==> config.mk <==
export PLATFORM = sky130hd
export DESIGN_NAME = usb_link_ctrl
export DESIGN_NICKNAME = d
export VERILOG_FILES = /design/src/rtl/usb_pkg.sv /design/src/rtl/line_idle_counter.sv /design/src/rtl/usb_link_ctrl.sv
export SDC_FILE = /design/constraint.sdc
export NUM_CORES = 1
export LEC_CHECK = 0
export CAP_MARGIN = 20
export CORE_ASPECT_RATIO = 0.75
export CORE_MARGIN = 5
export CORE_UTILIZATION = 45
export DETAILED_ROUTE_END_ITERATION = 8
export PLACE_DENSITY = 0.71
export RECOVER_POWER = 25
export SLEW_MARGIN = 20
export SYNTH_ARGS = -nofsm -noshare
export SYNTH_HDL_FRONTEND = slang
export SYNTH_SLANG_ARGS = --single-unit
==> constraint.sdc <==
create_clock -name clk -period 2 [get_ports clk]
set_input_delay 0.6 -clock clk [delete_from_list [all_inputs] [get_ports clk]]
set_output_delay 0.6 -clock clk [all_outputs]
set_load 0.1 [all_outputs]
==> src/rtl/usb_pkg.sv <==
// Shared types and default timing for the USB link controller.
package usb_pkg;

  typedef enum logic [2:0] {
    ST_IDLE      = 3'd0,
    ST_RX        = 3'd1,
    ST_GAP       = 3'd2,
    ST_TX        = 3'd3,
    ST_WAIT_RESP = 3'd4
  } link_state_t;

  localparam int TURN_CYCLES_DEF  = 16;
  localparam int IDLE_MIN_DEF     = 8;
  localparam int RESP_TIMEOUT_DEF = 600;
  localparam int RX_MAX_DEF       = 8192;
  localparam int CNT_W            = 14;

endpackage

==> src/rtl/line_idle_counter.sv <==
// Counts consecutive J-state cycles on the line, saturating at IDLE_MIN.
module line_idle_counter
  import usb_pkg::*;
#(
  parameter int IDLE_MIN = IDLE_MIN_DEF
) (
  input  logic clk,
  input  logic rst,
  input  logic d_plus_i,
  input  logic d_minus_i,
  output logic idle_ok_o
);

  localparam int             W   = $clog2(IDLE_MIN + 1);
  localparam logic [W-1:0]   SAT = W'(IDLE_MIN);

  logic [W-1:0] cnt_q, cnt_d;

  always_comb begin
    cnt_d = cnt_q;
    if (!(d_plus_i && !d_minus_i)) cnt_d = '0;
    else if (cnt_q != SAT)         cnt_d = cnt_q + 1'b1;
  end

  always_ff @(posedge clk or posedge rst) begin
    if (rst) cnt_q <= '0;
    else     cnt_q <= cnt_d;
  end

  assign idle_ok_o = (cnt_q == SAT);

endmodule

==> src/rtl/usb_link_ctrl.sv <==
// USB link-layer bus ownership FSM: arbitrates RX/TX, enforces turnaround gap,
// response timeout and RX overrun abort. All outputs come from registers.
module usb_link_ctrl
  import usb_pkg::*;
#(
  parameter int TURN_CYCLES  = TURN_CYCLES_DEF,
  parameter int IDLE_MIN     = IDLE_MIN_DEF,
  parameter int RESP_TIMEOUT = RESP_TIMEOUT_DEF,
  parameter int RX_MAX       = RX_MAX_DEF
) (
  input  logic       clk,
  input  logic       rst,
  input  logic       d_plus,
  input  logic       d_minus,
  input  logic       rx_active,
  input  logic       rx_eop,
  input  logic       tx_req,
  input  logic       tx_expect_resp,
  input  logic       tx_done,
  output logic       tx_grant,
  output logic       line_oe,
  output logic       rx_enable,
  output logic       rx_abort,
  output logic       resp_timeout,
  output logic [2:0] link_state
);

  // Counter holds (cycles in state - 1), so each limit fires on its Nth cycle.
  localparam logic [CNT_W-1:0] TURN_LAST = CNT_W'(TURN_CYCLES - 1);
  localparam logic [CNT_W-1:0] RESP_LAST = CNT_W'(RESP_TIMEOUT - 1);
  localparam logic [CNT_W-1:0] RX_LAST   = CNT_W'(RX_MAX - 1);
  localparam logic [CNT_W-1:0] CNT_SAT   = '1;

  link_state_t      state_q, state_d;
  logic [CNT_W-1:0] cnt_q, cnt_d;
  logic             exp_q, exp_d;
  logic             tx_q, rx_en_q, abort_q, tmo_q;
  logic             abort_d, tmo_d;
  logic             idle_ok;

  line_idle_counter #(.IDLE_MIN(IDLE_MIN)) u_idle (
    .clk       (clk),
    .rst       (rst),
    .d_plus_i  (d_plus),
    .d_minus_i (d_minus),
    .idle_ok_o (idle_ok)
  );

  always_comb begin
    state_d = state_q;
    exp_d   = exp_q;
    abort_d = 1'b0;
    tmo_d   = 1'b0;
    case (state_q)
      ST_IDLE: begin
        if (rx_active) state_d = ST_RX;
        else if (tx_req && idle_ok) begin
          state_d = ST_TX;
          exp_d   = tx_expect_resp;
        end
      end
      ST_RX: begin
        if (rx_eop) state_d = ST_GAP;
        else if (cnt_q == RX_LAST) begin
          state_d = ST_GAP;
          abort_d = 1'b1;
        end
      end
      ST_GAP:  if (cnt_q == TURN_LAST) state_d = ST_IDLE;
      ST_TX:   if (tx_done) state_d = exp_q ? ST_WAIT_RESP : ST_GAP;
      ST_WAIT_RESP: begin
        if (rx_active) state_d = ST_RX;
        else if (cnt_q == RESP_LAST) begin
          state_d = ST_IDLE;
          tmo_d   = 1'b1;
        end
      end
      default: state_d = ST_IDLE;
    endcase
    if (state_d != state_q)  cnt_d = '0;
    else if (cnt_q != CNT_SAT) cnt_d = cnt_q + 1'b1;
    else                     cnt_d = cnt_q;
  end

  always_ff @(posedge clk or posedge rst) begin
    if (rst) begin
      state_q <= ST_IDLE;
      cnt_q   <= '0;
      exp_q   <= 1'b0;
      tx_q    <= 1'b0;
      rx_en_q <= 1'b1;
      abort_q <= 1'b0;
      tmo_q   <= 1'b0;
    end else begin
      state_q <= state_d;
      cnt_q   <= cnt_d;
      exp_q   <= exp_d;
      tx_q    <= (state_d == ST_TX);
      rx_en_q <= (state_d == ST_IDLE) || (state_d == ST_RX) || (state_d == ST_WAIT_RESP);
      abort_q <= abort_d;
      tmo_q   <= tmo_d;
    end
  end

  assign tx_grant     = tx_q;
  assign line_oe      = tx_q;
  assign rx_enable    = rx_en_q;
  assign rx_abort     = abort_q;
  assign resp_timeout = tmo_q;
  assign link_state   = state_q;

endmodule
### Word-level counts from Yosys, hierarchy flattened

Index checks and enable logic that the tools add are counted.

* memories: 0
* bits in latches: 0
* register bits: 26
* bits in writable memories: 0
* input port bits: 9
* word-level logic and storage cells: 55
* bits in read-only memories: 0
* output and inout bits: 8

* multiply operators: 0
* reduce and logical (&&, ||, !) cells: 9
* multiplexer cells: 20
* add/subtract/negate cells: 2
* equality and inequality tests: 15
* div/mod/pow operators: 0
* $lt $le $gt $ge: 0
* shift operators: 0
* bitwise gates (word level): 1

Operators by type and width (number)
* $mux W14: 2
* $mux W3: 9
* $pmux W3 S5: 1
* $add A14 B1 Y14 const B: 1
* $eq A14 B10 Y1 const B: 1
* $eq A14 B13 Y1 const B: 1
* $eq A14 B4 Y1 const B: 1
* $ne A14 B14 Y1 const B: 1
* $eq A3 B2 Y1 const B: 3
* $mux W4: 2
* $eq A3 B1 Y1 const B: 2
* $eq A3 B3 Y1 const B: 2
* $logic_not A3 Y1: 2
* $mux W1: 6
* $add A4 B1 Y4 const B: 1
* $eq A4 B4 Y1 const B: 1
* $ne A4 B4 Y1 const B: 1
* $ne A3 B3 Y1: 1
* $reduce_and A3 Y1: 1
* $logic_and A1 B1 Y1: 2
* $logic_or A1 B1 Y1: 2
* $ne A2 B2 Y1 const B: 1
* $reduce_bool A2 Y1: 1
* $logic_not A1 Y1: 1
* $not A1 Y1: 1

### Longest topological paths before layout

* depth in word-level cells: 8
* depth in mapped cells: 8
* gate-level depth less buffers: 7

### Hierarchy

Synthesis repeated with hierarchy kept, for this count alone.

* cell total of the unflattened synthesis: 154
* area total of the unflattened synthesis: 1473.9 um2

By module, submodules not included
* usb_link_ctrl: cells each 131, seq. area each 551.8 um2, times used 1, area each 1202.4 um2
* line_idle_counter: cells each 23, seq. area each 100.1 um2, times used 1, area each 271.5 um2

### Worst setup path before layout

OpenSTA, ideal clock, no wires.

* kind: register -> register
* start: reg state_q[0], in the netlist link_state[0]
* end: reg cnt_q[4]
* path slack: -0.212 ns
* stages on the path, launching flop included: 8
* buffers on the path: 2
* clock period less this slack: 2.212 ns
* data required time: 1.881 ns
* arrival: 2.093 ns
* cells stage by stage: dfrtp_1 > buf_2 > nand3_1 > nor2b_1 > o2bb2ai_1 > o221ai_2 > buf_6 > nor2_1

* cells in the longest elaborated chain, start to end: 5
* elaborated cells on any way between the ends: 17

RTL lines
* start, declared: line usb_link_ctrl.sv:34 `link_state_t state_q, state_d;`
* start signal, assigned: line usb_link_ctrl.sv:95 `state_q <= state_d;`
* $mux W3, on equally long branches: line usb_link_ctrl.sv:73, usb_link_ctrl.sv:57, usb_link_ctrl.sv:64
* $mux W3, on equally long branches: line usb_link_ctrl.sv:72, usb_link_ctrl.sv:56, usb_link_ctrl.sv:63
* $pmux W3 S5: line usb_link_ctrl.sv:54 `case (state_q)`
* $ne A3 B3 Y1 (*): line usb_link_ctrl.sv:80 `if (state_d != state_q) cnt_d = '0;`
* $mux W14 or $reduce_bool A2 Y1 (tied branches)
* end signal, assigned: line usb_link_ctrl.sv:96 `cnt_q <= cnt_d;`
* end, declared: line usb_link_ctrl.sv:35 `logic [CNT_W-1:0] cnt_q, cnt_d;`

Mark *: on every way between the ends. The rest lies on a longest branch, timed or not.
A chain may end at the register's enable or synchronous reset.

### Final worst setup path

* start: in tx_req
* end: reg cnt_q[7]

* cells in the longest elaborated chain, start to end: 6
* elaborated cells on any way between the ends: 7

RTL lines
* start, declared: line usb_link_ctrl.sv:17 `input logic tx_req,`
* $logic_and A1 B1 Y1 (*): line usb_link_ctrl.sv:57 `else if (tx_req && idle_ok) begin`
* $mux W3 (*): line usb_link_ctrl.sv:57
* $mux W3 (*): line usb_link_ctrl.sv:56 `if (rx_active) state_d = ST_RX;`
* $pmux W3 S5 (*): line usb_link_ctrl.sv:54
* $ne A3 B3 Y1 (*): line usb_link_ctrl.sv:80
* $mux W14 or $reduce_bool A2 Y1 (tied branches)

Marked as above.

==> impl_metrics.ini <==
[pwr]
ir_worst_vdd_v = 0.000993
total_power_mw = 1.83
p_leak_nw = 0.849
power_density_nw_per_um2 = 952

[global_routing]
grt_pass1_wl_um = 5660
grt_pass1_vias = 1209
use_met3_pct = 3.71
grt_max_degree = 27
overflow = 0
grt_use_total_pct = 15.1
use_met2_pct = 26.1
met1_usage_pct = 19.7
grt_antenna_before_repair = 0
top_usage_layer = met2

[routing]
vias_per_cell = 5.49
wl_per_cell_um = 14.6
ant_nets = 0
drt_iter0_drc = 88
drt_wl_total_um = 3220
remaining_drc_errors = 0
vias = 1213
firstDrtPassIters = 4

[clock_tree]
cts-root-buf = clkbuf_8
cts_tree = yes
clk_pin_slew_ns = 0.08
clk_path_buf_depth = 2
clock_sinks = 26
cts_buffers = 3
hold_buffers = 0
htreeDepth = 1
clock_latency_ns = 0.27

[timing]
setup_violations = 0
skew_ns = 0.00457
finalHoldViolCount = 0
final_max_slew_viol_count = 0
relSlewSlack_pct = 55.7
whs_ns = 0.514
finalCriticalPeriod_ns = 1.90
fmax_mhz = 527
tightest_slew_ns = 0.664
timing.final.crit_share_pct = 94.9

[worst_setup_path]
cpLargestDelayFamily = buffers and inverters
required_ns = 2.16
crit_fanout = 8
worstSetupEndpointType = flop
cp_num_buf_inv = 2
path_class = in -> reg
slowest_stage = clkdlybuf4s50_1
cp_slowest_stage_delay_ns = 0.46
r2r_setup_slack_ns = 0.16
crit_path_start_kind = primary input
crit_chain = clkdlybuf4s50_1, nand2b_1, nor4_4, o2bb2ai_1, o221ai_2, buf_4, nor2_1
worstPathArrival_ns = 2.06

[floorplan]
rows = 18
pin_count = 17
die_x_um = 77.3
core-area_um2 = 3290
die_h_um = 60.5
initial_utilization_pct = 46.5
die_area_um2 = 4680

[placed_design]
dp_hpwl_um = 2440
io_buffers = 16
place.gp.congestion = 0.973
placed_cell_area_um2 = 1860

[synthesis]
ys.flop_type = dfrtp_1
ys_ff_latch = 26
ys_top_cells_by_count = dfrtp_1, nor2_1, nand2_1
synth_cell_type_count = 44
synth_area_per_cell_um2 = 9.80
synth_enable_flop_cells = 0
syn-num-nets = 168
async_flop_share_pct = 100
syn_area_um2 = 1530
yosys.cell_count.top_type = dfrtp_1
synthCells = 156
synthDominantCellAreaShare_pct = 40.9
yosysSeqAreaShare_pct = 42.6
synth_area_leader_cell = dfrtp_1
ys_warn_count = 0
synth.area.top_cells = dfrtp_1, xnor2_1, nor2_1

[layout]
area_delta_synth_final_pct = 25.8
antenna_cells = 0
drive_gt1_share_pct = 21.0
final_nets = 194
fin_area_um2 = 1920

[job]
max_cap_viol_count = 0

[hold_path]
hold_class = reg -> reg

[status]
outcome = finished clean
worst paths after layout:
path | cells after the start | from | to
hold reg to reg | 1 | exp_q$_DFFE_PP0P_ | exp_q$_DFFE_PP0P_
max in group asynchronous | 3 | rst | link_state[1]$_DFF_PP0_
min in group asynchronous | 3 | rst | u_idle.cnt_q[3]$_DFFE_PP0P_
setup reg to reg | 7 | cnt_q[0]$_DFFE_PP0P_ | cnt_q[1]$_DFFE_PP0P_
hold / removal | 1 | exp_q$_DFFE_PP0P_ | exp_q$_DFFE_PP0P_
setup / recovery | 7 | tx_req | cnt_q[7]$_DFFE_PP0P_
cell type report:
type | instances | area (um^2)
Fill cell | 274 | 1370
Multi-Input combinational cell | 118 | 830
Sequential cell | 26 | 656
Timing Repair Buffer | 27 | 320
Tap cell | 40 | 50.0
Clock buffer | 4 | 45.0
Inverter | 6 | 22.5
cells in the final DEF, fill, tap and decap left out, types with 2 or more instances in the layout:
cell / netlist / routed
a211oi_1: 3 / 3
nor4_4: 3 / 3
nor4_2: 1 / 2
o21a_1: 2 / 2
nand3_1: 6 / 6
nor2_1: 23 / 23
buf_4: 1 / 10
dfrtp_2: 0 / 3
nor2b_1: 2 / 2
ha_1: 3 / 3
xnor2_1: 11 / 11
nand2_1: 12 / 12
inv_1: 6 / 6
nor3_1: 3 / 3
and4_1: 3 / 3
nor4_1: 4 / 3
dfrtp_1: 25 / 22
nand2b_1: 6 / 6
a21oi_1: 7 / 7
xor2_1: 3 / 3
o21ai_0: 4 / 4
clkbuf_8: 0 / 3
clkdlybuf4s50_1: 0 / 7
nand3b_1: 2 / 2
and3_1: 2 / 2
buf_12: 0 / 8
repair_timing:
item	in CTS	in global routing
endpoints found under the setup margin	0	13
gates resized for setup	0	2
setup buffers	0	1
routing by layer:
layer	up-vias	routed length (um)
met3	4	123
met2	28	1540
met1	578	1530
met4	0	21
li1	603	-
met5	-	0
metrics by stage:
| step | TNS (ns) | util, % | cells | worst slack, ns |
|---|---|---|---|---|
| final | 0 | 58.5 | 221 | 0.102 |
| after global routing | -0.0990 | 58.5 | 221 | -0.0325 |
| after CTS | 0 | 58.0 | 220 | 0.0555 |
| after detailed placement | -2.56 | 56.6 | 216 | -0.208 |
| after global placement | -1.58 | 56.6 | 216 | -0.130 |
| after floorplan | 0 | - | 156 | 0.0760 |
state kept, by name (all words and copies together), names as in the netlist:
| register | flops |
|---|---|
| cnt_q | 14 |
| exp_q | 1 |
| line_oe | 1 |
| link_state | 3 |
| resp_timeout | 1 |
| rx_abort | 1 |
| rx_enable | 1 |
| u_idle.cnt_q | 4 |
worst register-to-register path, cell delays in order (launching register included):
cell	delay [ns]
dfrtp_1	0.42
ha_1	0.26
nand3_2	0.18
nor4_4	0.08
nor4_1	0.38
o221ai_2	0.16
buf_4	0.19
a21oi_1	0.11
logic make-up after synthesis:
logic type | after synthesis | synth area share, %
AOI/OAI and AO/OA | 24 | 11.1
xor gates and xnor gates | 14 | 8.02
adders and majority gates | 3 | 2.46
buffers and inverters | 12 | 3.93
DFF | 26 | 42.6
muxes | 2 | 1.39
and+or+nand+nor | 75 | 30.4
power breakdown:
| group | internal (mW) | switching, mW |
|---|---|---|
| clock | 0.143 | 0.157 |
| sequential | 0.601 | 0.134 |
| combinational | 0.317 | 0.478 |
| total | 1.06 | 0.769 |
(Power assumes the default switching activity.)
